===== config.mk =====
export PLATFORM = sky130hd
export DESIGN_NAME = bbqm_queue_ctrl
export DESIGN_NICKNAME = d
export VERILOG_FILES = /design/src/rtl/bbqm_queue_ctrl.sv
export SDC_FILE = /design/constraint.sdc
export NUM_CORES = 1
export LEC_CHECK = 0
export BUFFER_PORTS_ARGS = -buffer_cell sky130_fd_sc_hd__buf_4
export CAP_MARGIN = 20
export CORE_UTILIZATION = 40
export DETAILED_ROUTE_END_ITERATION = 16
export SLEW_MARGIN = 20
export SYNTH_ARGS = -nofsm -noshare
export SYNTH_HDL_FRONTEND = slang
export SYNTH_SLANG_ARGS = --single-unit

===== constraint.sdc =====
create_clock -name clk -period 6.9 [get_ports clk]
set_clock_uncertainty 0.15 [all_clocks]
set_input_delay 1.38 -clock clk [delete_from_list [all_inputs] [get_ports clk]]
set_output_delay 1.38 -clock clk [all_outputs]
set_load 0.05 [all_outputs]

===== src/rtl/bbqm_queue_ctrl.sv =====
// bbqm_queue_ctrl -- sequencing controller for the bank-queue wait-time datapath.
//
// Counts customers from the entry (back) and exit (front) photocells, holds the
// active teller count, drives Pcount/Tcount to the external wait-time ROM and
// registers the BCD digits it returns. Tracks EMPTY/QUEUED/FULL, defers teller
// reconfiguration until the queue drains and keeps sticky error flags.
//
// Optional build macro: BBQM_DEBOUNCE_EN
//   When defined, each synchronized sensor passes through a filter that only
//   changes its level after DEB_CYCLES consecutive cycles at the new value.
//   Edge detection then runs on the filtered level (DEB_CYCLES extra latency).
//   When undefined, edge detection runs on the synchronizer output directly.

module bbqm_queue_ctrl #(
  parameter int unsigned MAX_P      = 7,
  parameter int unsigned DEB_CYCLES = 4
) (
  input  logic       clk,
  input  logic       rst_n,
  input  logic       back_sensor,
  input  logic       front_sensor,
  input  logic [1:0] Tcount_in,
  input  logic       Tcount_load,
  input  logic       err_clr,
  input  logic [3:0] Wtime1_in,
  input  logic [3:0] Wtime2_in,
  output logic [3:0] Pcount,
  output logic [1:0] Tcount,
  output logic [3:0] Wtime1,
  output logic [3:0] Wtime2,
  output logic       wtime_valid,
  output logic       empty_flag,
  output logic       full_flag,
  output logic       ovf_err,
  output logic       udf_err,
  output logic       cfg_err,
  output logic       cfg_pending
);

  typedef enum logic [1:0] {
    ST_EMPTY  = 2'd0,
    ST_QUEUED = 2'd1,
    ST_FULL   = 2'd2
  } state_e;

  localparam logic [3:0] MAX_PC = 4'(MAX_P);

  // Marker block present only for unsupported parameter values (counter is
  // 4 bits wide and the filter needs at least one stable cycle).
  if (!(MAX_P >= 1 && MAX_P <= 15 && DEB_CYCLES >= 1)) begin : g_bad_params
  end

  // ---------------------------------------------------------------------------
  // Sensor front end: bit 0 = back (entry), bit 1 = front (exit)
  // ---------------------------------------------------------------------------
  logic [1:0] sens_raw;
  logic [1:0] sync0_q, sync1_q;
  logic [1:0] lvl;
  logic [1:0] lvl_prev_q;
  logic [1:0] evt_q;
  logic       entry_evt, exit_evt;

  assign sens_raw = {front_sensor, back_sensor};

  // Two-flop synchronizer for both asynchronous photocells.
  // NOTE: every register in this block has an async reset and is assigned
  // with <= so all flops sample the same pre-edge values; there are no
  // memory arrays here, so resetting everything costs nothing.
  always_ff @(posedge clk or negedge rst_n) begin
    if (!rst_n) begin
      sync0_q <= '0;
      sync1_q <= '0;
    end else begin
      sync0_q <= sens_raw;
      sync1_q <= sync0_q;
    end
  end

`ifdef BBQM_DEBOUNCE_EN
  localparam int unsigned DEB_W = (DEB_CYCLES < 2) ? 1 : $clog2(DEB_CYCLES);
  localparam logic [DEB_W-1:0] DEB_LAST = DEB_W'(DEB_CYCLES - 1);

  logic [DEB_W-1:0] deb_cnt_q [2];
  logic [1:0]       filt_q;

  // Saturating stability counters: the filtered level flips only after the
  // synchronized level has disagreed with it for DEB_CYCLES cycles in a row.
  always_ff @(posedge clk or negedge rst_n) begin
    if (!rst_n) begin
      filt_q <= '0;
      for (int i = 0; i < 2; i++) deb_cnt_q[i] <= '0;
    end else begin
      for (int i = 0; i < 2; i++) begin
        if (sync1_q[i] == filt_q[i]) begin
          deb_cnt_q[i] <= '0;
        end else if (deb_cnt_q[i] == DEB_LAST) begin
          filt_q[i]    <= sync1_q[i];
          deb_cnt_q[i] <= '0;
        end else begin
          deb_cnt_q[i] <= deb_cnt_q[i] + 1'b1;
        end
      end
    end
  end

  assign lvl = filt_q;
`else
  assign lvl = sync1_q;
`endif

  // Registered rising-edge detect: a held level yields exactly one event.
  always_ff @(posedge clk or negedge rst_n) begin
    if (!rst_n) begin
      lvl_prev_q <= '0;
      evt_q      <= '0;
    end else begin
      lvl_prev_q <= lvl;
      evt_q      <= lvl & ~lvl_prev_q;
    end
  end

  assign entry_evt = evt_q[0];
  assign exit_evt  = evt_q[1];

  // ---------------------------------------------------------------------------
  // Occupancy counter and queue state
  // ---------------------------------------------------------------------------
  state_e     state_q, state_d;
  logic [3:0] pcount_q, pcount_d;
  logic       empty_q, full_q;
  logic       ovf_set, udf_set;

  // Next occupancy from the event pair; counter never wraps.
  // NOTE: every output of a combinational block gets a default first so no
  // path can leave it unassigned and infer a latch.
  always_comb begin
    pcount_d = pcount_q;
    ovf_set  = 1'b0;
    udf_set  = 1'b0;
    unique case ({entry_evt, exit_evt})
      2'b10: begin
        if (state_q != ST_FULL) pcount_d = pcount_q + 4'd1;
        else                    ovf_set  = 1'b1;
      end
      2'b01: begin
        if (state_q != ST_EMPTY) pcount_d = pcount_q - 4'd1;
        else                     udf_set  = 1'b1;
      end
      2'b11: begin
        // Simultaneous entry and exit is net zero, except that an empty queue
        // cannot release anyone first, so the arrival stands.
        if (state_q == ST_EMPTY) pcount_d = 4'd1;
      end
      default: ;
    endcase
  end

  // Next state follows the next occupancy.
  always_comb begin
    if (pcount_d == 4'd0)        state_d = ST_EMPTY;
    else if (pcount_d == MAX_PC) state_d = ST_FULL;
    else                         state_d = ST_QUEUED;
  end

  // State, occupancy and the registered status flags move together.
  always_ff @(posedge clk or negedge rst_n) begin
    if (!rst_n) begin
      state_q  <= ST_EMPTY;
      pcount_q <= '0;
      empty_q  <= 1'b1;
      full_q   <= 1'b0;
    end else begin
      state_q  <= state_d;
      pcount_q <= pcount_d;
      empty_q  <= (state_d == ST_EMPTY);
      full_q   <= (state_d == ST_FULL);
    end
  end

  // ---------------------------------------------------------------------------
  // Teller configuration
  // ---------------------------------------------------------------------------
  logic [1:0] tcount_q, tcount_d;
  logic [1:0] pend_val_q, pend_val_d;
  logic       pend_q, pend_d;
  logic       load_ok, cfg_set;

  assign cfg_set = Tcount_load && (Tcount_in == 2'd0);
  assign load_ok = Tcount_load && (Tcount_in != 2'd0);

  // A deferred value lands when the queue is (or is becoming) empty; a fresh
  // load is applied at once only if the queue is already empty, otherwise it
  // is parked, replacing any older parked value.
  always_comb begin
    tcount_d   = tcount_q;
    pend_d     = pend_q;
    pend_val_d = pend_val_q;
    if (pend_q && (state_q == ST_EMPTY || state_d == ST_EMPTY)) begin
      tcount_d = pend_val_q;
      pend_d   = 1'b0;
    end
    if (load_ok) begin
      if (state_q == ST_EMPTY) begin
        tcount_d = Tcount_in;
        pend_d   = 1'b0;
      end else begin
        pend_val_d = Tcount_in;
        pend_d     = 1'b1;
      end
    end
  end

  // Teller count and the parked reconfiguration.
  always_ff @(posedge clk or negedge rst_n) begin
    if (!rst_n) begin
      tcount_q   <= 2'b01;
      pend_val_q <= 2'b01;
      pend_q     <= 1'b0;
    end else begin
      tcount_q   <= tcount_d;
      pend_val_q <= pend_val_d;
      pend_q     <= pend_d;
    end
  end

  // ---------------------------------------------------------------------------
  // Wait-time capture: the ROM answers combinationally from Pcount/Tcount, so
  // its digits are taken one edge after either input to it changed.
  // ---------------------------------------------------------------------------
  logic       upd_q;
  logic [3:0] wtime1_q, wtime2_q;
  logic       wvalid_q;

  // Remember that the ROM address moved, then capture its answer.
  always_ff @(posedge clk or negedge rst_n) begin
    if (!rst_n) begin
      upd_q    <= 1'b0;
      wtime1_q <= '0;
      wtime2_q <= '0;
      wvalid_q <= 1'b0;
    end else begin
      upd_q    <= (pcount_d != pcount_q) || (tcount_d != tcount_q);
      wvalid_q <= upd_q;
      if (upd_q) begin
        wtime1_q <= Wtime1_in;
        wtime2_q <= Wtime2_in;
      end
    end
  end

  // ---------------------------------------------------------------------------
  // Sticky errors: a new error event outranks a coincident clear.
  // ---------------------------------------------------------------------------
  logic ovf_q, udf_q, cfg_q;

  // Error flags hold until err_clr; the set term wins a same-cycle clear.
  always_ff @(posedge clk or negedge rst_n) begin
    if (!rst_n) begin
      ovf_q <= 1'b0;
      udf_q <= 1'b0;
      cfg_q <= 1'b0;
    end else begin
      ovf_q <= (ovf_q & ~err_clr) | ovf_set;
      udf_q <= (udf_q & ~err_clr) | udf_set;
      cfg_q <= (cfg_q & ~err_clr) | cfg_set;
    end
  end

  assign Pcount      = pcount_q;
  assign Tcount      = tcount_q;
  assign Wtime1      = wtime1_q;
  assign Wtime2      = wtime2_q;
  assign wtime_valid = wvalid_q;
  assign empty_flag  = empty_q;
  assign full_flag   = full_q;
  assign ovf_err     = ovf_q;
  assign udf_err     = udf_q;
  assign cfg_err     = cfg_q;
  assign cfg_pending = pend_q;

endmodule


==> impl_metrics.toml, run 1 <==
[clocking]
clock_latency_ns = 0.29
holdBufCountCts = 0
cts_max_level = 2
post_cts_resized = 0
cts_root_buffer = "clkbuf_8"
clock_path_buffers = 2
cts_buffers = 5
postCtsSetupBuffers = 0
cts.clk_slew.worst_paths_ns = 0.07
tritoncts = "done"
numClockSinks = 33

[yosys]
synth_cells = 147
synth_area_leaders = "dfrtp_1 47%, mux2_2 6.3%, dfstp_2 4.9%"
ys_seq_area_share_pct = 51.8
async_flop_share_pct = 100
yosys_register_bits = 33
synth_edf_count = 0
synth_area_um2 = 1600
syn-num-nets = 166
yosysUniqueCellTypes = 51
yosysTopAreaCellShare_pct = 46.9
synth_top_area_cell = "dfrtp_1"
ys.flop_type = "dfrtp_1"
yosys_warnings = 0
syn_area_per_cell_um2 = 10.9

[timing]
fin_setup_tns_ns = 0
drv_slew = 0
fmax_mhz = 339
hold_ws_ns = 0.200
hold_viol = 0
period_minus_slack_ns = 2.95
rsz0062_at_grt = "no"
slew_headroom_pct = 47.8
layout_setup_ws_ns = 3.95
finalCritPeriodShare_pct = 42.7
tightest_slew_ns = 0.780
finalSetupViolations = 0

[routing]
drt_iter0_markers = 58
vias_per_cell = 5.45
drt_pre_antenna_iters = 4
ant_nets = 0
routed_wl_um = 3400
drc = 0
vias = 1269
routedWlPerCell_um = 14.6

[global_route]
grt_pass1_vias = 1186
gr-usage-met2_pct = 27.8
met1_usage_pct = 24.6
grt_max_degree = 34
antenna_found_initial = 0
global_route.peak_usage_layer = "met2"
grt-ovfl-total = 0
grt_pass1_wl_um = 5700
grt_use_met3_pct = 4.69
track_usage_pct = 18.3

[cells_and_area]
ff_latch_area_um2 = 830
antenna_cells = 0
final_cell_mix = "36 x buf_4, 30 x dfrtp_1, 10 x inv_1, 10 x o21ai_0, 9 x mux2_2"
drive_above_1_share_pct = 34.1
finish.net_count = 203
postLayoutCoreUtil_pct = 54.4
multiInputGateArea_um2 = 698
fin_cells = 233
fillers = 365
final_common_cell = "buf_4"
area_growth_pct = 27.2

[floorplan]
die_w_um = 65.3
rows = 22
core_area_um2 = 3740
dieArea_um2 = 4260
start_util_pct = 42.8
die_h_um = 65.3
io_pins = 37

[critical_path]
max_stage_delay_ns = 0.64
cp_slowest_cell = "nor2_1"
worst-endpoint-arrival_ns = 2.97
cp_max_fo = 11
worstSetupStartpointType = "flop"
cp-end-kind = "flop"
crit_type = "flop to flop"
critPathRequiredTime_ns = 6.92
cp_cell_sequence = "nor2_1 -> inv_1 -> ha_1 -> mux2i_1 -> nand2_1 -> and4_1 -> o2111ai_1 -> a21oi_1 -> a311o_1"

[power_and_ir_drop]
p_per_area_nw_per_um2 = 520
leakagePower_nw = 0.927
clkPwrFrac_pct = 20.8
combPwrFrac_pct = 47.6
power.share.switching_pct = 44.4
p_seq_share_pct = 31.6
vdd_drop_max_mv = 0.254
power.internal_uw = 588
net-switching-power_uw = 470

[placement]
dp.cells = 225
gp_congestion = 0.771
io_buffers = 36
pre_cts_slack_ns = 4.01
dp_hpwl_um = 2430

[job]
drv_cap = 0

[hold_path]
min_path_type = "flop to flop"

[outcome]
status = "finished, final reports clean"
==> worst max-delay path: cells and delay by family (launching register included) <==
family          cells  cell delay (ns)
buf+inv             1             0.20
flops               1             0.45
simple gates        3             0.96
compound gates      3             0.54
fa+ha+maj           1             0.32
mux                 1             0.21
==> power groups by stage <==
stage / registers [mW] / clock network [mW] / logic (mW)
2_1_floorplan: 0.486 / 0 / 0.214
3_3_place_gp: 0.334 / 0 / 0.498
3_5_place_dp: 0.337 / 0 / 0.505
4_1_cts: 0.334 / 0.226 / 0.506
5_1_grt: 0.347 / 0.233 / 0.540
6_report: 0.335 / 0.220 / 0.504
==> per-layer routing <==
layer | vias to the layer above | routed length, µm
met3 | 7 | 177
met2 | 33 | 1580
li1 | 614 | -
met4 | 0 | 56
met5 | - | 0
met1 | 615 | 1590
==> cell usage after synthesis (2+ instances only) <==
| master | count |
|---|---|
| nand2_1 | 7 |
| dfrtp_1 | 30 |
| o31ai_1 | 2 |
| dfstp_2 | 3 |
| clkbuf_1 | 2 |
| nor3_1 | 4 |
| a22o_1 | 2 |
| o21ai_1 | 2 |
| xor2_1 | 2 |
| a21oi_1 | 5 |
| inv_1 | 10 |
| and4_1 | 2 |
| o21ai_0 | 10 |
| nor2b_1 | 3 |
| nand3_1 | 6 |
| nor2_1 | 7 |
| mux2_2 | 9 |
| buf_2 | 2 |
| a31oi_1 | 3 |
| ha_1 | 3 |
| xnor2_1 | 2 |
| or3b_2 | 2 |
==> through the flow <==
| step | instance area (µm²) | power [mW] |
|---|---|---|
| after floorplan | 1600 | 0.700 |
| after global placement | 1900 | 0.831 |
| after detailed placement | 1900 | 0.841 |
| after CTS | 2040 | 1.07 |
| after global routing | 2040 | 1.12 |
| final | 2040 | 1.06 |
==> cells by family (layout without fill, tap and decap cells) <==
group | Yosys count | count (layout) | synth area share (%)
DFF | 33 | 33 | 51.8
muxes | 10 | 10 | 6.95
xor gates and xnor gates | 4 | 4 | 2.19
buffers and inverters | 17 | 55 | 4.61
AOI/OAI and AO/OA | 39 | 39 | 17.7
and+or+nand+nor | 41 | 41 | 14.4
adders and majority gates | 3 | 3 | 2.34
==> flip-flops by register name, indices dropped and copies added, names as in the netlist <==
register     flops
full_flag        1
pend_val_q       2
Wtime2           4
Tcount           2
state_q          1
ovf_err          1
Wtime1           4
cfg_pending      1
empty_flag       1
lvl_prev_q       2
upd_q            1
Pcount           4
lvl              2
udf_err          1
evt_q            2
cfg_err          1
wtime_valid      1
sync0_q          2
==> layout make-up <==
class / instances / area share [%]
clock inverter: 3 / 3.38
sequential: 33 / 40.7
tap: 48 / 2.95
clock buffer: 5 / 3.38
multi-input combinational: 97 / 34.3
inverter: 11 / 2.03
timing repair buffer: 36 / 13.3
==> worst paths after layout <==
kind / startpoint / slack, ns / end / cells past startpoint
worst max-delay path: full_flag / 3.95 / upd_q / 9
worst max register to register: full_flag / 3.95 / upd_q / 9
worst min-delay path: sync0_q[1] / 0.20 / lvl[1] / 0
worst min register to register: sync0_q[1] / 0.20 / lvl[1] / 0
min in group asynchronous: rst_n / 0.87 / Wtime1[3] / 1
max in group asynchronous: rst_n / 5.40 / Tcount[0] / 1
Note: power is estimated with default switching activity, not from simulation.
==> inputs of run 2 (changes only) <==
Clock period 6.9 ns to 3.1 ns, I/O delays scaled along.
==> impl_metrics.toml, run 2 (synthesized netlist as in run 1, its figures left out) <==
[job]
drv_cap = 0

[clocking]
post_cts_resized = 0
clock_latency_ns = 0.28
postCtsSetupBuffers = 0
cts_buffers = 5
clock_path_buffers = 2
holdBufCountCts = 0
numClockSinks = 33
cts.clk_slew.worst_paths_ns = 0.07
cts_root_buffer = "clkbuf_8"
cts_max_level = 2
tritoncts = "done"

[cells_and_area]
final_common_cell = "buf_4"
fin_cells = 235
final_cell_mix = "38 x buf_4, 30 x dfrtp_1, 10 x inv_1, 10 x o21ai_0, 9 x mux2_2"
antenna_cells = 0
fillers = 367
area_growth_pct = 25.2
postLayoutCoreUtil_pct = 53.5
fin_area_um2 = 2000
ff_latch_area_um2 = 830
multiInputGateArea_um2 = 698
drive_above_1_share_pct = 33.7
finish.net_count = 205

[global_route]
track_usage_pct = 18.8
grt_max_degree = 34
grt_pass1_vias = 1239
grt_pass1_wl_um = 5890
grt-ovfl-total = 0
antenna_found_initial = 0

[floorplan]
rows = 22
dieArea_um2 = 4260
start_util_pct = 42.8
die_w_um = 65.3
die_h_um = 65.3
core_area_um2 = 3740
io_pins = 37

[routing]
drc = 0
vias = 1261
ant_nets = 0
drt_pre_antenna_iters = 5
routedWlPerCell_um = 14.3
vias_per_cell = 5.37
routed_wl_um = 3370
drt_iter0_markers = 133

[power_and_ir_drop]
power.internal_mw = 1.17
combPwrFrac_pct = 51.4
p_per_area_nw_per_um2 = 1090
net-switching-power_mw = 1.02
p_seq_share_pct = 33.9
leakagePower_nw = 0.914
vdd_drop_max_mv = 0.560
clkPwrFrac_pct = 14.6
power.share.switching_pct = 46.5

[timing]
hold_viol = 0
finalCritPeriodShare_pct = 85.2
slew_headroom_pct = 70.2
rsz0062_at_grt = "no"
period_minus_slack_ns = 2.64
tightest_slew_ns = 0.444
drv_slew = 0
fmax_mhz = 379
hold_ws_ns = 0.117
fin_setup_tns_ns = 0
finalSetupViolations = 0

[critical_path]
critPathRequiredTime_ns = 3.11
cp_max_fo = 11
worstSetupStartpointType = "flop"
timing.rr.end = "upd_q"
rr_startpoint = "full_flag"
crit_type = "flop to flop"
reg2reg_setup_slack_ns = 0.46
reg2regPathDepth = 10
cp-end-kind = "flop"
worst-endpoint-arrival_ns = 2.65
crit_start = "full_flag"

[hold_path]
min_path_type = "primary input to asynchronous set/reset pin"

[placement]
gp_congestion = 0.880
dp_hpwl_um = 2490
dp.cells = 227
place_area_um2 = 1910
io_buffers = 36

[outcome]
status = "finished, final reports clean"
==> run 2: changes by cell type in the layout (fill, tap and decap cells not counted), sizes merged <==
cell / change
buf: +2
bufinv: -2
clkbuf: +3
inv: -1
==> run 2: layout make-up <==
| type | count | area share, % |
|---|---|---|
| Clock buffer | 8 | 4.49 |
| Inverter | 11 | 2.06 |
| Multi-Input combinational cell | 97 | 34.8 |
| Sequential cell | 33 | 41.4 |
| Tap cell | 48 | 3.00 |
| Timing Repair Buffer | 38 | 14.2 |
==> run 2: worst max-delay path by stage <==
stage,slack (ns),endpoint,cells past startpoint
detailed placement,0.46,upd_q,10
global placement,0.48,upd_q,10
finish,0.46,upd_q,10
CTS,0.44,upd_q,10
floorplan,0.57,upd_q,8
global route,0.28,upd_q,10
==> run 2: routing by layer <==
metal	share of wire (%)	vias up	GRT usage (%)	routed length, µm
li1	-	615	-	-
met1	43	589	24.9	1460
met2	47	45	27.3	1600
met3	6.0	12	5.21	203
met4	3.0	0	11.1	102
met5	0	-	0	0
==> run 2: worst max-delay path, stage by stage, from the launching register on <==
cell     delay [ns]
dfrtp_1        0.47
nor2_1         0.13
buf_4          0.19
inv_1          0.11
ha_1           0.28
mux2i_1        0.27
xnor2_1        0.16
o21ai_0        0.09
o21ai_0        0.21
o31ai_1        0.13
a311o_1        0.33
==> run 2: power by group through the flow <==
| stage | clock (mW) | combinational [mW] | sequential (mW) |
|---|---|---|---|
| 2_1_floorplan | 0 | 0.477 | 1.08 |
| 3_3_place_gp | 0 | 1.12 | 0.739 |
| 3_5_place_dp | 0 | 1.13 | 0.747 |
| 4_1_cts | 0.336 | 1.13 | 0.744 |
| 5_1_grt | 0.359 | 1.22 | 0.767 |
| 6_report | 0.321 | 1.13 | 0.744 |
==> run 2: through the flow <==
step | setup slack, ns | total power, mW
6_report | 0.459 | 2.19
5_1_grt | 0.285 | 2.35
4_1_cts | 0.438 | 2.21
3_5_place_dp | 0.464 | 1.88
3_3_place_gp | 0.483 | 1.86
2_1_floorplan | 0.574 | 1.56
